[src/rtl/decoder_if.sv]
// RV32I decoder shared codes and the decode bundle interface.
// Ports: master drives ir and reads decode fields; slave decodes.
package decoder_pkg;

  localparam logic ENABLE  = 1'b1;
  localparam logic DISABLE = 1'b0;

  localparam logic [1:0] OP_TYPE_NONE = 2'd0;
  localparam logic [1:0] OP_TYPE_REG  = 2'd1;
  localparam logic [1:0] OP_TYPE_IMM  = 2'd2;
  localparam logic [1:0] OP_TYPE_PC   = 2'd3;

  localparam logic [5:0] ALU_LUI  = 6'd0;
  localparam logic [5:0] ALU_JAL  = 6'd1;
  localparam logic [5:0] ALU_JALR = 6'd2;
  localparam logic [5:0] ALU_BEQ  = 6'd3;
  localparam logic [5:0] ALU_BNE  = 6'd4;
  localparam logic [5:0] ALU_BLT  = 6'd5;
  localparam logic [5:0] ALU_BGE  = 6'd6;
  localparam logic [5:0] ALU_BLTU = 6'd7;
  localparam logic [5:0] ALU_BGEU = 6'd8;
  localparam logic [5:0] ALU_LB   = 6'd9;
  localparam logic [5:0] ALU_LH   = 6'd10;
  localparam logic [5:0] ALU_LW   = 6'd11;
  localparam logic [5:0] ALU_LBU  = 6'd12;
  localparam logic [5:0] ALU_LHU  = 6'd13;
  localparam logic [5:0] ALU_SB   = 6'd14;
  localparam logic [5:0] ALU_SH   = 6'd15;
  localparam logic [5:0] ALU_SW   = 6'd16;
  localparam logic [5:0] ALU_ADD  = 6'd17;
  localparam logic [5:0] ALU_SUB  = 6'd18;
  localparam logic [5:0] ALU_XOR  = 6'd19;
  localparam logic [5:0] ALU_OR   = 6'd20;
  localparam logic [5:0] ALU_AND  = 6'd21;
  localparam logic [5:0] ALU_SLT  = 6'd22;
  localparam logic [5:0] ALU_SLTU = 6'd23;
  localparam logic [5:0] ALU_SLL  = 6'd24;
  localparam logic [5:0] ALU_SRL  = 6'd25;
  localparam logic [5:0] ALU_SRA  = 6'd26;
  localparam logic [5:0] ALU_NOP  = 6'd63;

endpackage

interface decoder_if;
  logic [31:0] ir;
  logic [4:0]  srcreg1_num;
  logic [4:0]  srcreg2_num;
  logic [4:0]  dstreg_num;
  logic [31:0] imm;
  logic [5:0]  alucode;
  logic [1:0]  aluop1_type;
  logic [1:0]  aluop2_type;
  logic        reg_we;
  logic        is_load;
  logic        is_store;
  logic        is_halt;

  modport master (
    output ir,
    input  srcreg1_num, srcreg2_num, dstreg_num,
    input  imm, alucode, aluop1_type, aluop2_type,
    input  reg_we, is_load, is_store, is_halt
  );

  modport slave (
    input  ir,
    output srcreg1_num, srcreg2_num, dstreg_num,
    output imm, alucode, aluop1_type, aluop2_type,
    output reg_we, is_load, is_store, is_halt
  );
endinterface

[src/rtl/decoder.sv]
// Combinational RV32I decoder: ir -> regs, imm, alucode, operand types.
// Ports: clk/rst (unused, no state), dif (slave: ir in, decode out).
module decoder
  import decoder_pkg::*;
(
  input  logic     clk,
  input  logic     rst,
  decoder_if.slave dif
);

  logic [31:0] ir;
  logic [6:0]  opc;
  logic [2:0]  f3;
  logic [6:0]  f7;
  logic [4:0]  rd, rs1, rs2;
  logic [31:0] imm_i, imm_s, imm_b, imm_u, imm_j;
  logic        f7_zero, f7_alt;
  logic        op_ok, opi_ok, sys_ok, wr;
  logic        is_op, is_opi, is_lui, is_auipc;
  logic        is_ld, is_st, is_br, is_jal;
  logic        is_jalr, is_sys;

  logic [4:0]  s1, s2, d;
  logic [31:0] im;
  logic [5:0]  alu, rr_alu;
  logic [1:0]  t1, t2;
  logic        we, ld, st, hl;

  logic unused;
  assign unused = clk ^ rst;

  assign ir  = dif.ir;
  assign opc = ir[6:0];
  assign f3  = ir[14:12];
  assign f7  = ir[31:25];
  assign rd  = ir[11:7];
  assign rs1 = ir[19:15];
  assign rs2 = ir[24:20];

  assign imm_i = {{20{ir[31]}}, ir[31:20]};
  assign imm_s = {{20{ir[31]}}, ir[31:25], ir[11:7]};
  assign imm_b = {{19{ir[31]}}, ir[31], ir[7],
                  ir[30:25], ir[11:8], 1'b0};
  assign imm_u = {ir[31:12], 12'b0};
  assign imm_j = {{11{ir[31]}}, ir[31], ir[19:12],
                  ir[20], ir[30:21], 1'b0};

  assign is_op    = (opc == 7'b0110011);
  assign is_opi   = (opc == 7'b0010011);
  assign is_lui   = (opc == 7'b0110111);
  assign is_auipc = (opc == 7'b0010111);
  assign is_ld    = (opc == 7'b0000011);
  assign is_st    = (opc == 7'b0100011);
  assign is_br    = (opc == 7'b1100011);
  assign is_jal   = (opc == 7'b1101111);
  assign is_jalr  = (opc == 7'b1100111);
  assign is_sys   = (opc == 7'b1110011);

  assign f7_zero = (f7 == 7'b0000000);
  assign f7_alt  = (f7 == 7'b0100000);
  // Only ADD/SUB and SRL/SRA have an alternate funct7.
  assign op_ok   = f7_zero |
                   (f7_alt & ((f3 == 3'd0) | (f3 == 3'd5)));
  // Shift immediates carry funct7 in imm[11:5]; others do not.
  assign opi_ok  = (f3 == 3'd1) ? f7_zero :
                   (f3 == 3'd5) ? (f7_zero | f7_alt) : 1'b1;
  // ECALL/EBREAK: everything zero except imm[0].
  assign sys_ok  = (ir[31:21] == 11'd0) &&
                   (ir[19:7] == 13'd0);
  assign wr      = (rd != 5'd0);

  // Register-register style opcode shared by OP and OP-IMM.
  always_comb begin
    rr_alu = ALU_ADD;
    unique case (f3)
      3'd0: rr_alu = ALU_ADD;
      3'd1: rr_alu = ALU_SLL;
      3'd2: rr_alu = ALU_SLT;
      3'd3: rr_alu = ALU_SLTU;
      3'd4: rr_alu = ALU_XOR;
      3'd5: rr_alu = ir[30] ? ALU_SRA : ALU_SRL;
      3'd6: rr_alu = ALU_OR;
      3'd7: rr_alu = ALU_AND;
    endcase
  end

  always_comb begin
    s1  = 5'd0;
    s2  = 5'd0;
    d   = 5'd0;
    im  = 32'd0;
    alu = ALU_NOP;
    t1  = OP_TYPE_NONE;
    t2  = OP_TYPE_NONE;
    we  = DISABLE;
    ld  = DISABLE;
    st  = DISABLE;
    hl  = DISABLE;
    unique case (1'b1)
      is_op: if (op_ok) begin
        s1  = rs1;
        s2  = rs2;
        d   = rd;
        alu = (f3 == 3'd0 && ir[30]) ? ALU_SUB : rr_alu;
        t1  = OP_TYPE_REG;
        t2  = OP_TYPE_REG;
        we  = wr;
      end
      is_opi: if (opi_ok) begin
        s1  = rs1;
        d   = rd;
        im  = imm_i;
        alu = rr_alu;
        t1  = OP_TYPE_REG;
        t2  = OP_TYPE_IMM;
        we  = wr;
      end
      is_lui: begin
        d   = rd;
        im  = imm_u;
        alu = ALU_LUI;
        t2  = OP_TYPE_IMM;
        we  = wr;
      end
      is_auipc: begin
        d   = rd;
        im  = imm_u;
        alu = ALU_ADD;
        t1  = OP_TYPE_IMM;
        t2  = OP_TYPE_PC;
        we  = wr;
      end
      is_ld: if (f3 != 3'd3 && f3 < 3'd6) begin
        s1  = rs1;
        d   = rd;
        im  = imm_i;
        unique case (f3)
          3'd0:    alu = ALU_LB;
          3'd1:    alu = ALU_LH;
          3'd2:    alu = ALU_LW;
          3'd4:    alu = ALU_LBU;
          default: alu = ALU_LHU;
        endcase
        t1  = OP_TYPE_REG;
        t2  = OP_TYPE_IMM;
        we  = wr;
        ld  = ENABLE;
      end
      is_st: if (f3 < 3'd3) begin
        s1  = rs1;
        s2  = rs2;
        im  = imm_s;
        unique case (f3)
          3'd0:    alu = ALU_SB;
          3'd1:    alu = ALU_SH;
          default: alu = ALU_SW;
        endcase
        t1  = OP_TYPE_REG;
        t2  = OP_TYPE_IMM;
        st  = ENABLE;
      end
      is_br: if (f3 != 3'd2 && f3 != 3'd3) begin
        s1  = rs1;
        s2  = rs2;
        im  = imm_b;
        unique case (f3)
          3'd0:    alu = ALU_BEQ;
          3'd1:    alu = ALU_BNE;
          3'd4:    alu = ALU_BLT;
          3'd5:    alu = ALU_BGE;
          3'd6:    alu = ALU_BLTU;
          default: alu = ALU_BGEU;
        endcase
        t1  = OP_TYPE_REG;
        t2  = OP_TYPE_REG;
      end
      is_jal: begin
        d   = rd;
        im  = imm_j;
        alu = ALU_JAL;
        t2  = OP_TYPE_PC;
        we  = wr;
      end
      is_jalr: if (f3 == 3'd0) begin
        s1  = rs1;
        d   = rd;
        im  = imm_i;
        alu = ALU_JALR;
        t1  = OP_TYPE_REG;
        t2  = OP_TYPE_PC;
        we  = wr;
      end
      is_sys: hl = sys_ok;
      default: ;
    endcase
  end

  assign dif.srcreg1_num = s1;
  assign dif.srcreg2_num = s2;
  assign dif.dstreg_num  = d;
  assign dif.imm         = im;
  assign dif.alucode     = alu;
  assign dif.aluop1_type = t1;
  assign dif.aluop2_type = t2;
  assign dif.reg_we      = we;
  assign dif.is_load     = ld;
  assign dif.is_store    = st;
  assign dif.is_halt     = hl;

endmodule

[src/flat_wrapper.sv]
// flat-port wrapper written by rule: the top's interface ports become plain ports
module decoder_flat import decoder_pkg::*;
  (clk, rst, dif_ir, dif_srcreg1_num, dif_srcreg2_num, dif_dstreg_num, dif_imm, dif_alucode, dif_aluop1_type, dif_aluop2_type, dif_reg_we, dif_is_load, dif_is_store, dif_is_halt);
  decoder_if dif_i ();
  input  logic clk;
  input  logic rst;
  input wire logic [$bits(dif_i.ir)-1:0] dif_ir;
  output wire logic [$bits(dif_i.srcreg1_num)-1:0] dif_srcreg1_num;
  output wire logic [$bits(dif_i.srcreg2_num)-1:0] dif_srcreg2_num;
  output wire logic [$bits(dif_i.dstreg_num)-1:0] dif_dstreg_num;
  output wire logic [$bits(dif_i.imm)-1:0] dif_imm;
  output wire logic [$bits(dif_i.alucode)-1:0] dif_alucode;
  output wire logic [$bits(dif_i.aluop1_type)-1:0] dif_aluop1_type;
  output wire logic [$bits(dif_i.aluop2_type)-1:0] dif_aluop2_type;
  output wire logic [$bits(dif_i.reg_we)-1:0] dif_reg_we;
  output wire logic [$bits(dif_i.is_load)-1:0] dif_is_load;
  output wire logic [$bits(dif_i.is_store)-1:0] dif_is_store;
  output wire logic [$bits(dif_i.is_halt)-1:0] dif_is_halt;
  assign dif_i.ir = dif_ir;
  assign dif_srcreg1_num = dif_i.srcreg1_num;
  assign dif_srcreg2_num = dif_i.srcreg2_num;
  assign dif_dstreg_num = dif_i.dstreg_num;
  assign dif_imm = dif_i.imm;
  assign dif_alucode = dif_i.alucode;
  assign dif_aluop1_type = dif_i.aluop1_type;
  assign dif_aluop2_type = dif_i.aluop2_type;
  assign dif_reg_we = dif_i.reg_we;
  assign dif_is_load = dif_i.is_load;
  assign dif_is_store = dif_i.is_store;
  assign dif_is_halt = dif_i.is_halt;
  decoder u_core (.clk(clk), .rst(rst), .dif(dif_i));
endmodule
[config.mk]
export PLATFORM = sky130hd
export DESIGN_NAME = decoder_flat
export DESIGN_NICKNAME = d
export VERILOG_FILES = /design/src/rtl/decoder_if.sv /design/src/rtl/decoder.sv /design/src/flat_wrapper.sv
export SDC_FILE = /design/constraint.sdc
export NUM_CORES = 1
export LEC_CHECK = 0
export CAP_MARGIN = 20
export CORE_UTILIZATION = 37
export DETAILED_ROUTE_END_ITERATION = 7
export GPL_TIMING_DRIVEN = 0
export PLACE_DENSITY_LB_ADDON = 0.3
export SYNTH_ARGS = -nofsm -noshare
export SYNTH_HDL_FRONTEND = slang
export SYNTH_SLANG_ARGS = --single-unit
[constraint.sdc]
create_clock -name vclk -period 2.5
set_input_delay 0.5 -clock vclk [all_inputs]
set_output_delay 0.5 -clock vclk [all_outputs]
set_load 0.01 [all_outputs]
Word-level counts from Yosys, hierarchy flattened
Cells that the tools add are included.
{"block": "word_totals", "regBits": 0, "inputBits": 34, "out_inout_bits": 61, "word_cells": 97}
{"block": "op_classes", "magnitude_cmp": 2, "n_eq_ne": 20, "n_mux": 59, "bitwise_logic": 4, "n_reduce_logical": 12}
{"operator": "one-hot mux 32 bit (7 select lines)", "count": 1}
{"operator": "two-way mux 32 bit", "count": 5}
{"operator": "two-way mux 5 bit", "count": 13}
{"operator": "one-hot mux 6 bit (9 select lines)", "count": 1}
{"operator": "one-hot mux 6 bit (8 select lines)", "count": 1}
{"operator": "two-way mux 6 bit", "count": 7}
{"operator": "one-hot mux 5 bit (6 select lines)", "count": 1}
{"operator": "equality test 7 x 6 -> 1 bit (second input constant)", "count": 4}
{"operator": "equality test 7 bit (second input constant)", "count": 4}
{"operator": "one-hot mux 5 bit (5 select lines)", "count": 1}
{"operator": "one-hot mux 4 bit (5 select lines)", "count": 1}
{"operator": "two-way mux 1 bit", "count": 17}
{"operator": "one-hot mux 2 bit (8 select lines)", "count": 1}
{"operator": "one-hot mux 5 bit (3 select lines)", "count": 1}
{"operator": "equality test 7 x 5 -> 1 bit (second input constant)", "count": 2}
{"operator": "one-hot mux 2 bit (7 select lines)", "count": 1}
{"operator": "logical NOT 13 bit", "count": 1}
{"operator": "equality test 3 bit (second input constant)", "count": 4}
{"operator": "one-hot mux 3 bit (4 select lines)", "count": 1}
{"operator": "logical NOT 11 bit", "count": 1}
{"operator": "two-way mux 2 bit", "count": 5}
{"operator": "one-hot mux 5 bit (2 select lines)", "count": 1}
{"operator": "equality test 7 x 2 -> 1 bit (second input constant)", "count": 1}
{"operator": "logical NOT 7 bit", "count": 1}
{"operator": "other kinds (13)", "count": 21}

Logic depth before layout (Yosys ltp)
{"block": "logic_depth", "ltp_word": 6, "depth_mapped": 8, "ltp_nobuf": 5}

Least setup slack after synthesis
No wires, ideal clock.
{"block": "synth_path", "kind": "input -> output", "start": "in dif_ir[12]", "end": "out dif_imm[21]", "arrival_time_ns": 1.934, "t_required_ns": 2.000, "slack_ns": 0.066, "cell_stages": 7, "path_buffers": 2, "path_cell_list": "buf_6 > or2_4 > or4_4 > o311a_4 > a31oi_4 > buf_6 > a21o_1"}
{"block": "synth_via", "elab_chain_len": 5, "word_cells_on_any_way": 17, "cone_classes": "order compare (2); eq/ne (4); mux (8); reduce/logical (3)"}
{"item": "from (decl)", "line_no": "flat_wrapper.sv:7", "source": "input wire logic [$bits(dif_i.ir)-1:0] dif_ir;"}
{"item": "equality test 3 bit", "line_no": "decoder.sv:66", "source": "(f3 == 3'd5) ? (f7_zero | f7_alt) : 1'b1;"}
{"item": "two-way mux 1 bit", "line_no": "decoder.sv:66"}
{"item": "two-way mux 1 bit", "line_no": "decoder.sv:65", "source": "assign opi_ok = (f3 == 3'd1) ? f7_zero :"}
{"item": "two-way mux 32 bit", "line_no": "decoder.sv:109", "source": "is_opi: if (opi_ok) begin"}
{"item": "one-hot mux 32 bit (7 select lines) (*)", "line_no": "decoder.sv:99", "source": "unique case (1'b1)"}
{"item": "to (decl)", "line_no": "flat_wrapper.sv:11", "source": "output wire logic [$bits(dif_i.imm)-1:0] dif_imm;"}
Mark *: on every way between the ends. The rest lies on a longest branch, timed or not.

Worst setup path in the final report
{"block": "layout_path", "start": "in dif_ir[26]", "end": "out dif_dstreg_num[0]"}
{"block": "layout_via", "elab_chain_len": 6, "word_cells_on_any_way": 10, "cone_classes": "eq/ne (1); mux (5); bitwise (3); reduce/logical (1)"}
{"item": "equality test 7 x 6 -> 1 bit or logical NOT 7 bit (tied branches)", "line_no": "decoder.sv:60, decoder.sv:59"}
{"item": "bitwise OR 1 bit", "line_no": "decoder.sv:66"}
{"item": "two-way mux 1 bit", "line_no": "decoder.sv:66"}
{"item": "two-way mux 1 bit", "line_no": "decoder.sv:65"}
{"item": "two-way mux 5 bit", "line_no": "decoder.sv:109"}
{"item": "one-hot mux 5 bit (5 select lines) (*)", "line_no": "decoder.sv:99"}
{"item": "to (decl)", "line_no": "flat_wrapper.sv:10", "source": "output wire logic [$bits(dif_i.dstreg_num)-1:0] dif_dstreg_num;"}
Marked as above.

==> summary.md <==
In this run, distinct cell masters in the synthesized netlist total 61. Post-synth net total: 228. For this design, the CTS-stage hold fixing added 0 buffers. The run gives 0.878 as the final core utilization.

The average instance area after synthesis came out at 7.00 µm². The average wire per cell in the routed design is 23.1 µm, and the remaining global-route overflow is 0. The first global-routing pass estimated 11.5 mm of wire. The number of max-slew violations in the final report is 0. The number of vias per cell is 6.62. The final reports fail on setup timing. The fraction of final layout cells with drive strength greater than 1 came out at 0.608. At the end of the flow, the number of nets in the layout was 368. The Yosys step of the flow raised 0 warnings. From bottom edge to top edge, the die measures 62.6 µm.

At the worst endpoint, the required time is 2.00 ns. The routed design could run at a clock period as short as 2.79 ns. The tools report the maximum resistive drop on vdd as 0.0000887 V. The sequential-to-total area share from yosys stat is 0. Endpoint class of the critical path: a primary output. The number of buffers and inverters on the critical path is 4. Sequential cells placed in the final layout were counted as 0. The tools report the category of the worst setup path launch point as an input pin. The area taken by flip-flops and latches is 0 µm², and the endpoint arrival time on the critical path is 2.29 ns. The global router's overall resource usage was 0.362. The area inside the core boundary was 0.00342 mm²; the summed instance area of the synthesized netlist was 0.00136 mm².

In this run the tool buffered the top-level ports with 90 buffer cells. The library cell used most frequently in the layout, excluding fill and tap cells, is buf_6. The tools report the count of endpoints failing setup in the final report as 50. In this run the remaining antenna-violating nets after routing total 0.

The worst hold path passes through 3 cells. The startpoint identified for the worst hold timing path is dif_ir[25]. The tools report the number of inserted diodes as 0.

The critical path in this run is classified as input pin to primary output. The initial antenna violation count is 0. The share of the clock period used by the worst path came out at 1.11. Leaving out fill and tap cells, the most frequent cells in the layout are buf_6 (48), buf_2 (37), buf_4 (29). Total power for the finished layout comes to 0.310 mW. The tools report the routability congestion estimate as 0.931. The number of hold-slack violations in the final timing report was 0. Gate count after technology mapping: 194. Die outline area: 0.00392 mm². The tightest slew margin relative to the limit was 0.678. The path with the worst hold slack has its endpoint at dif_imm[25]. Gate family responsible for the most delay along the worst path: simple AND/OR/NAND/NOR gates. The run gives 95 as the number of I/O pins. The clock buffer instance count of the final layout was 0.

Fmax: 359 MHz. Traced cell by cell, the critical path runs through buf_8 > nor4_4 > a31oi_4 > o311a_4 > nand3b_1 > buf_6 > buf_6 > and2_4 > buf_6. The routed layout has 2502 vias. The maximum fanout encountered on the critical timing path was 4; the remaining routing DRC violations was 0. The run finished, with violations left. From synthesis to final layout, the design area changed by 121%. The overall routed net length is 8.72 mm. The effective utilization at floorplan was 0.398; the max-cap check violation count was 0. The run gives 2257 as the via count of the first global-routing pass. Setup repair after global routing could not meet its margin everywhere. The placed wire-length estimate was 4.21 mm; the maximum number of pins on one net before global-route repair was 11. The tools report the post-layout worst setup margin as -0.287 ns. The die is 62.6 µm wide.

The power density normalized to cell area was 103 mW/mm². The detailed router finished its first iteration with 397 violations. The worst hold-check path type is input pin to primary output.

The number of search-and-repair iterations in the first detailed-routing pass was 5. In this design, the stage delay of the slowest critical-path cell is 0.45 ns. Before CTS, the worst setup slack after placement is -1.07 ns. For this design, the slowest cell found on the critical path is o311a_4. Among the stages of the critical path, the cell type that occurs most often is buf_6. Standard-cell row count: 21.

Summed over all cells, the static leakage comes to 1.57 nW. The worst-margin pin slew is 0.481 ns.
==> synthesized netlist by cell type, drive strengths merged (2+ instances only) <==
master   number  area share
a211o         2       0.013
a21boi        3       0.025
a21o         21        0.12
a21oi         8       0.029
a22o          6       0.039
a31oi         5       0.034
and2         19       0.088
and3          2       0.010
buf           9       0.057
clkbuf        5       0.017
inv           3      0.0083
nand2        10       0.028
nand2b        9       0.041
nand3         5       0.018
nand3b        2       0.011
nand4         3       0.014
nand4b        3       0.019
nor2         10       0.028
nor2b         9       0.041
nor3          3       0.011
nor3b         3       0.020
nor4          5       0.023
o2111ai       2       0.013
o211ai        2       0.011
o21a          3       0.017
o21ai         9       0.033
o22a          2       0.013
o22ai         2      0.0092
or2           3       0.016
or3           5       0.023
or4           4       0.025
==> report_power, final <==
group          internal [mW]  total [mW]  leakage (nW)  switching [mW]
clock                      0           0             0               0
combinational          0.147       0.310          1.57           0.163
sequential                 0           0             0               0
==> cells by family (layout without fill, tap and decap cells) <==
kind of cell,count (synthesis),count (layout),synth area share
simple gates,100,100,0.466
xor+xnor,1,1,0.00645
buf+inv,18,156,0.0912
compound gates,75,75,0.436
==> per-stage QoR <==
stage                     setup TNS, ns  instance area, µm²  hold slack, ns  std cells
after CTS                         -4.24                2730            1.30        369
after floorplan                       0                1360            1.11        194
after global routing              -9.22                3000            1.31        378
after global placement           -55.89                2320            1.81        330
after detailed placement         -57.00                2320            1.81        330
final                             -7.00                3000            1.31        378
==> layer usage <==
| metal | global-route usage | up-vias | wire length, µm |
|---|---|---|---|
| met5 | 0 | - | 0 |
| met3 | 0.0547 | 82 | 784 |
| met2 | 0.613 | 236 | 4020 |
| met1 | 0.442 | 1163 | 3200 |
| li1 | - | 1021 | - |
| met4 | 0.174 | 0 | 714 |
==> what timing repair did <==
item / in CTS / in global routing
setup buffers: 41 / 11
pin swaps: 45 / 27
resized for setup: 354 / 80
endpoints found under the setup margin: 61 / 57
==> worst min-delay path: stages <==
cell	delay (ns)
buf_6	0.09
a21o_1	0.12
buf_6	0.10
==> worst max path at each step <==
stage	startpoint	end	slack, ns	cells after the start
after detailed placement	dif_ir[26]	dif_imm[30]	-1.07	8
after global routing	dif_ir[26]	dif_imm[29]	-0.31	9
after floorplan	dif_ir[12]	dif_imm[21]	0.07	7
after CTS	dif_ir[3]	dif_imm[23]	-0.22	9
final	dif_ir[26]	dif_dstreg_num[0]	-0.29	9
after global placement	dif_ir[25]	dif_imm[30]	-1.04	8
==> cell type report <==
class / instances / area, µm²
Tap cell: 46 / 57.6
Fill cell: 171 / 418
Buffer: 13 / 135
Timing Repair Buffer: 140 / 1200
Inverter: 3 / 11.3
Multi-Input combinational cell: 176 / 1600
Power figures use the tool's default switching activity.
